===== src/rtl/slew_brownout_monitor_pkg.sv =====
// bod_pkg: shared state encoding, width helper and default parameters for the brownout monitor
package bod_pkg;
  typedef enum logic [1:0] {ARMED, PENDING, TRIPPED} bod_state_t;
  localparam int BOD_NUM_CH  = 2;
  localparam int BOD_ADC_W   = 20;
  localparam int BOD_LIMIT_W = 12;
  localparam int BOD_DEPTH   = 4;
  localparam int BOD_CONFIRM = 2;
  localparam int BOD_HOLD    = 8;
  function automatic int bod_clog2(input int n);
    return (n <= 2) ? 1 : $clog2(n);
  endfunction
endpackage


===== src/rtl/slew_brownout_monitor_channel.sv =====
// slew_brownout_channel: one rail's sample history, fall computation and ARMED/PENDING/TRIPPED FSM
//   i_accept    sample for this channel accepted this cycle (already qualified by bod_warn)
//   i_warn      soft-BOD enable; low invalidates history and re-arms
//   i_crit      hard BOD; forces TRIPPED while high
//   i_data      sample value, i_limit max allowed fall over DEPTH samples
//   o_drop      fall of i_data versus the oldest stored sample
//   o_trip_next next-state TRIPPED decode, o_brownout registered TRIPPED flag
module slew_brownout_channel import bod_pkg::*; #(
  parameter int ADC_W   = BOD_ADC_W,
  parameter int LIMIT_W = BOD_LIMIT_W,
  parameter int DEPTH   = BOD_DEPTH,
  parameter int CONFIRM = BOD_CONFIRM,
  parameter int HOLD    = BOD_HOLD
) (
  input  logic               clk,
  input  logic               rst_n,
  input  logic               i_accept,
  input  logic               i_warn,
  input  logic               i_crit,
  input  logic [ADC_W-1:0]   i_data,
  input  logic [LIMIT_W-1:0] i_limit,
  output logic [ADC_W-1:0]   o_drop,
  output logic               o_trip_next,
  output logic               o_brownout
);
  localparam int PW = bod_clog2(DEPTH);
  localparam int FW = bod_clog2(DEPTH + 1);
  localparam int VW = bod_clog2(CONFIRM + 1);
  localparam int HW = bod_clog2(HOLD + 1);
  logic [ADC_W-1:0] r_hist [DEPTH];
  logic [PW-1:0]    r_ptr;
  logic [FW-1:0]    r_fill;
  bod_state_t       r_state, w_state;
  logic [VW-1:0]    r_vcnt, w_vcnt;
  logic [HW-1:0]    r_hcnt, w_hcnt;
  logic [ADC_W-1:0] w_old;
  logic             w_full, w_viol;
  // r_ptr always addresses the oldest entry, which is also the slot the new sample overwrites
  assign w_old       = r_hist[r_ptr];
  assign o_drop      = (w_old > i_data) ? w_old - i_data : '0;
  assign w_full      = r_fill == FW'(DEPTH);
  assign w_viol      = w_full && (o_drop > ADC_W'(i_limit));
  assign o_trip_next = w_state == TRIPPED;
  always_comb begin
    w_state = r_state;
    w_vcnt  = r_vcnt;
    w_hcnt  = r_hcnt;
    if (i_crit) begin
      w_state = TRIPPED;
      w_vcnt  = '0;
      w_hcnt  = '0;
    end else if (!i_warn) begin
      w_state = ARMED;
      w_vcnt  = '0;
      w_hcnt  = '0;
    end else if (i_accept) begin
      case (r_state)
        ARMED: if (w_viol) begin
          w_state = (CONFIRM == 1) ? TRIPPED : PENDING;
          w_vcnt  = (CONFIRM == 1) ? '0 : VW'(1);
          w_hcnt  = '0;
        end
        PENDING: if (w_viol) begin
          w_vcnt = r_vcnt + 1'b1;
          if (w_vcnt == VW'(CONFIRM)) begin
            w_state = TRIPPED;
            w_vcnt  = '0;
            w_hcnt  = '0;
          end
        end else begin
          w_state = ARMED;
          w_vcnt  = '0;
        end
        TRIPPED: if (w_viol) w_hcnt = '0;
        else begin
          w_hcnt = r_hcnt + 1'b1;
          if (w_hcnt == HW'(HOLD)) begin
            w_state = ARMED;
            w_hcnt  = '0;
          end
        end
        default: w_state = ARMED;
      endcase
    end
  end
  always_ff @(posedge clk or negedge rst_n) begin
    if (!rst_n) begin
      for (int k = 0; k < DEPTH; k++) r_hist[k] <= '0;
      r_ptr      <= '0;
      r_fill     <= '0;
      r_state    <= ARMED;
      r_vcnt     <= '0;
      r_hcnt     <= '0;
      o_brownout <= 1'b0;
    end else begin
      r_state    <= w_state;
      r_vcnt     <= w_vcnt;
      r_hcnt     <= w_hcnt;
      o_brownout <= o_trip_next;
      if (!i_warn) r_fill <= '0;
      else if (i_accept) begin
        r_hist[r_ptr] <= i_data;
        r_ptr         <= (r_ptr == PW'(DEPTH - 1)) ? '0 : r_ptr + 1'b1;
        if (!w_full) r_fill <= r_fill + 1'b1;
      end
    end
  end
endmodule


===== src/rtl/slew_brownout_monitor.sv =====
// slew_brownout_monitor: multi-channel rate-of-fall brownout detector on a time-multiplexed ADC stream
//   i_adc_valid/i_adc_ch/i_adc_data  sample stream, out-of-range channels ignored
//   i_rate_limit                     max allowed fall over DEPTH samples
//   i_bod_warn/i_bod_crit            per-channel slope enable and hard-BOD override
//   o_brownout/o_brownout_any        registered per-channel flags and their OR
//   o_drop/o_drop_ch                 last computed fall and its channel (debug)
module slew_brownout_monitor import bod_pkg::*; #(
  parameter int NUM_CH  = BOD_NUM_CH,
  parameter int ADC_W   = BOD_ADC_W,
  parameter int LIMIT_W = BOD_LIMIT_W,
  parameter int DEPTH   = BOD_DEPTH,
  parameter int CONFIRM = BOD_CONFIRM,
  parameter int HOLD    = BOD_HOLD,
  localparam int CH_W   = bod_clog2(NUM_CH)
) (
  input  logic               clk,
  input  logic               rst_n,
  input  logic               i_adc_valid,
  input  logic [CH_W-1:0]    i_adc_ch,
  input  logic [ADC_W-1:0]   i_adc_data,
  input  logic [LIMIT_W-1:0] i_rate_limit,
  input  logic [NUM_CH-1:0]  i_bod_warn,
  input  logic [NUM_CH-1:0]  i_bod_crit,
  output logic [NUM_CH-1:0]  o_brownout,
  output logic               o_brownout_any,
  output logic [ADC_W-1:0]   o_drop,
  output logic [CH_W-1:0]    o_drop_ch
);
  logic [NUM_CH-1:0] w_accept, w_trip_next;
  logic [ADC_W-1:0]  w_drop [NUM_CH];
  logic [ADC_W-1:0]  w_sel_drop;
  for (genvar c = 0; c < NUM_CH; c++) begin : g_ch
    assign w_accept[c] = i_adc_valid && (i_adc_ch == CH_W'(c)) && i_bod_warn[c];
    slew_brownout_channel #(
      .ADC_W(ADC_W), .LIMIT_W(LIMIT_W), .DEPTH(DEPTH), .CONFIRM(CONFIRM), .HOLD(HOLD)
    ) u_ch (
      .clk(clk),
      .rst_n(rst_n),
      .i_accept(w_accept[c]),
      .i_warn(i_bod_warn[c]),
      .i_crit(i_bod_crit[c]),
      .i_data(i_adc_data),
      .i_limit(i_rate_limit),
      .o_drop(w_drop[c]),
      .o_trip_next(w_trip_next[c]),
      .o_brownout(o_brownout[c])
    );
  end
  always_comb begin
    w_sel_drop = '0;
    for (int k = 0; k < NUM_CH; k++) if (w_accept[k]) w_sel_drop = w_drop[k];
  end
  always_ff @(posedge clk or negedge rst_n) begin
    if (!rst_n) begin
      o_brownout_any <= 1'b0;
      o_drop         <= '0;
      o_drop_ch      <= '0;
    end else begin
      o_brownout_any <= |w_trip_next;
      if (|w_accept) begin
        o_drop    <= w_sel_drop;
        o_drop_ch <= i_adc_ch;
      end
    end
  end
endmodule


===== config.mk =====
export PLATFORM = sky130hd
export DESIGN_NAME = slew_brownout_monitor
export DESIGN_NICKNAME = d
export VERILOG_FILES = /design/src/rtl/slew_brownout_monitor_pkg.sv /design/src/rtl/slew_brownout_monitor_channel.sv /design/src/rtl/slew_brownout_monitor.sv
export SDC_FILE = /design/constraint.sdc
export NUM_CORES = 1
export LEC_CHECK = 0
export CAP_MARGIN = 40
export CELL_PAD_IN_SITES_DETAIL_PLACEMENT = 1
export CELL_PAD_IN_SITES_GLOBAL_PLACEMENT = 1
export CORE_ASPECT_RATIO = 0.9
export CORE_MARGIN = 3
export CORE_UTILIZATION = 48
export CTS_CLUSTER_SIZE = 25
export DETAILED_ROUTE_END_ITERATION = 10
export PLACE_DENSITY_LB_ADDON = 0.15
export SLEW_MARGIN = 20
export SYNTH_ARGS = -nofsm -noshare
export SYNTH_HDL_FRONTEND = slang
export SYNTH_SLANG_ARGS = --single-unit
export TNS_END_PERCENT = 30

===== constraint.sdc =====
create_clock -name clk -period 7.9 [get_ports clk]
set_input_delay 1.975 -clock clk [delete_from_list [all_inputs] [get_ports clk]]
set_output_delay 1.975 -clock clk [all_outputs]
set_load 0.1 [all_outputs]

==> results.py <==
metrics = {
    "run_status": {
        "status": "finished, final reports clean",
    },
    "cts": {
        "max-clock-path-buffers": 3,
        "numClockSinks": 210,
        "cts_tree": "built",
        "cts.reportedPaths.clkPinSlew_ns": 0.06,
        "cells_resized_by_post_cts_repair": 0,
        "htreeDepth": 1,
        "numCtsBuffers": 24,
        "cts-hold-fix-buffers": 0,
        "clock_tree.root_cell": "sky130_fd_sc_hd__clkbuf_16",
        "clock_latency_ns": 0.53,
        "post_cts.repair.setup_buffers": 0,
    },
    "detailed_routing": {
        "detailedRoute.firstIterationViolations": 695,
        "totalWireLength_mm": 40.7,
        "drtPass1Iterations": 5,
        "vias_per_cell": 5.99,
        "wire_per_inst_um": 22.4,
        "drcViolationCount": 0,
        "dr_total_vias": 10900,
        "post_route_ant_nets": 0,
    },
    "global_routing": {
        "grt_busiest_layer": "met2",
        "grt_pass1_wl_mm": 65.6,
        "grt_max_degree": 92,
        "grt.total_usage": 0.291,
        "global_route.usage.met3": 0.0310,
        "met2_usage": 0.476,
        "antenna_found_initial": 0,
        "met1_usage": 0.423,
        "first_global_vias": 11300,
        "overflow": 0,
    },
    "synth": {
        "synth_edf_count": 0,
        "syn-cell-area_mm2": 0.0128,
        "synthesis.nets": 1503,
        "synth.distinct_cells": 76,
        "syn_inst": 1373,
        "synthArstFlopShare": 1.00,
        "synth-seq-cells": 210,
        "synth_sequential_area_ratio": 0.411,
        "post_synth.cell_area_avg_um2": 9.32,
        "ys_dominant_reg_cell": "sky130_fd_sc_hd__dfrtp_1",
        "warnings_synthesis": 0,
    },
    "min_path": {
        "worst_hold_path_type": "reg -> reg",
    },
    "timing": {
        "fin_crit_ns": 7.46,
        "fin_tns_setup_ns": 0,
        "maxSlewViolCount": 0,
        "setup-violations-final": 0,
        "max-slew-margin-rel": 0.435,
        "timing_worst_slew_pin_value_ns": 0.841,
        "rsz0062_at_grt": "no",
        "max_freq_mhz": 134,
        "timing.final.crit_share": 0.945,
        "hold_fails_final_rpt": 0,
        "max_clock_skew_ns": 0.0127,
    },
    "setup_path": {
        "crit_path_top_delay_cell": "sky130_fd_sc_hd__nor3_1",
        "critPathMaxFanout": 15,
        "cp.arrival_ns": 7.88,
        "reg2reg_slack_ns": 1.11,
        "cp-start-kind": "primary input",
        "critical_path_required_ns": 8.32,
        "timing.setup.critical_path_class": "in -> reg",
        "timing.critical_path.to_type": "flop",
        "crit_path_max_incr_delay_ns": 0.72,
        "worstPathCellList": "clkdlybuf4s50_1 -> inv_1 -> ha_1 -> nand4_1 -> or2_2 -> or4_1 -> o21a_1 -> and2_1 -> ha_1 -> a21o_1 -> a211oi_1 -> o21ai_0 -> a21oi_1 -> o221ai_1 -> a32oi_1 -> nor2_1 -> nor3_1 -> nor2_1 -> a311oi_1",
    },
    "place": {
        "gpl.final_weighted_congestion": 0.879,
        "numPortBuffers": 63,
        "dpl.hpwl_mm": 30.0,
    },
    "power": {
        "power_density_mw_per_mm2": 464,
        "reported_leakage_power_nw": 6.93,
        "power.total_w": 0.00703,
        "ir_worst_vdd_v": 0.000224,
    },
    "floorplan": {
        "io_pins": 64,
        "die_w_um": 178,
        "coreArea_mm2": 0.0261,
        "row_count": 56,
        "dieHeight_um": 161,
        "die_area_mm2": 0.0287,
        "initial_core_util": 0.490,
    },
    "job": {
        "cap_viol_max_count": 0,
    },
    "finish": {
        "final.fill_count": 2946,
        "layout.nets": 1586,
        "drive_gt1_frac": 0.116,
        "area_delta_synth_final_pct": 18.4,
        "diodes": 0,
    },
}
[layout by cell type (no fill, tap or decap), drive strengths merged, types with 7 or more instances in the layout]
cell	n
a211oi	9
a21o	18
a21oi	60
a22oi	18
and2	22
and3	8
buf	62
clkbuf	38
clkdlybuf4s50	62
dfrtp	210
ha	88
inv	69
mux2	9
mux4	40
nand2	253
nand2b	12
nand3	19
nand4	19
nor2	46
nor2b	10
nor3	16
o211ai	9
o21a	14
o21ai	213
o221ai	7
xnor2	17
xor2	10
[logic make-up after synthesis]
family / count (synthesis) / synth area share
AO/OA/AOI/OAI: 407 / 0.196
XOR/XNOR: 27 / 0.0185
adder cells (fa/ha/maj): 90 / 0.0891
buffers and inverters: 138 / 0.0431
flip-flops: 210 / 0.411
multiplexers: 53 / 0.0814
AND/OR/NAND/NOR: 448 / 0.162
[cells in the mapped netlist, drive strengths merged, types with 6 or more instances]
master	instances	area share
o21ai	213	0.083
mux2	9	0.0079
nor2b	10	0.0049
nand4	19	0.0093
a22oi	18	0.011
o221ai	7	0.0048
or4	6	0.0035
inv	69	0.020
and3	8	0.0039
a31oi	6	0.0029
nor2	46	0.013
a21o	18	0.011
xnor2	17	0.012
o211ai	9	0.0057
dfrtp	210	0.41
and2	22	0.011
o21a	14	0.0082
clkbuf	48	0.014
ha	88	0.086
a21oi	60	0.025
xor2	10	0.0068
nand2b	12	0.0059
nand2	253	0.074
mux4	40	0.070
nor3	16	0.0063
a211oi	9	0.0057
buf	21	0.0088
nand3	19	0.0074
[flip-flops by register name, indices dropped and copies added (netlist names)]
signal,flops
g_ch.u_ch.r_hist,160
g_ch.u_ch.r_fill,6
g_ch.u_ch.r_ptr,4
o_drop,20
g_ch.u_ch.r_state,4
o_drop_ch,1
g_ch.u_ch.r_hcnt,8
g_ch.u_ch.o_brownout,2
o_brownout_any,1
g_ch.u_ch.r_vcnt,4
[worst max-delay path: cells and delay by family]
kind / cells / cell delay, ns
AOI/OAI and AO/OA: 8 / 1.92
adders and majority gates: 2 / 0.85
buffers and inverters: 2 / 0.61
and+or+nand+nor: 7 / 2.51
[power breakdown]
part           switching, W  total (W)  internal [W]
clock network      0.000459    0.00108      0.000625
registers          0.000254    0.00177       0.00151
logic               0.00253    0.00418       0.00164
[routing by layer]
metal,vias to the layer above,part of all wire
li1,5089,-
met1,5489,0.47
met2,276,0.47
met3,49,0.042
met4,0,0.021
met5,-,0
[area by class of cell]
class / count / area, µm² / area share
clock buffers: 36 / 717 / 0.0473
clock inverters: 7 / 41.3 / 0.00273
inverters: 69 / 259 / 0.0171
multi-input cells: 1025 / 7000 / 0.462
flip-flops and latches: 210 / 5260 / 0.347
well taps: 348 / 435 / 0.0287
repair buffers: 126 / 1440 / 0.0952
[through the flow]
step | hold WS, ns | setup WS [ns] | utilization | std cells | cell area, µm²
global placement | 0.457 | 0.318 | 0.529 | 1746 | 13800
detailed placement | 0.466 | 0.190 | 0.546 | 1772 | 14300
finish | 0.472 | 0.437 | 0.580 | 1821 | 15200
global route | 0.501 | 0.182 | 0.580 | 1821 | 15200
CTS | 0.479 | 0.654 | 0.575 | 1815 | 15000
floorplan | 0.445 | 1.46 | - | 1373 | 12800
[path summary, 6_finish.rpt]
kind,from,to,cells after the start
worst max-delay path,i_adc_data[14],g_ch[1].u_ch.r_vcnt[0],19
worst min-delay path,g_ch[0].u_ch.r_hist[3],g_ch[0].u_ch.r_hist[3],2
worst max register to register,g_ch[0].u_ch.r_ptr[0],g_ch[0].u_ch.r_hcnt[0],21
worst min register to register,g_ch[0].u_ch.r_hist[3],g_ch[0].u_ch.r_hist[3],2
max in group asynchronous,rst_n,g_ch[1].u_ch.r_hist[42],4
min in group asynchronous,rst_n,g_ch[0].u_ch.r_hist[20],1
Note: power is estimated with default switching activity, not from simulation.
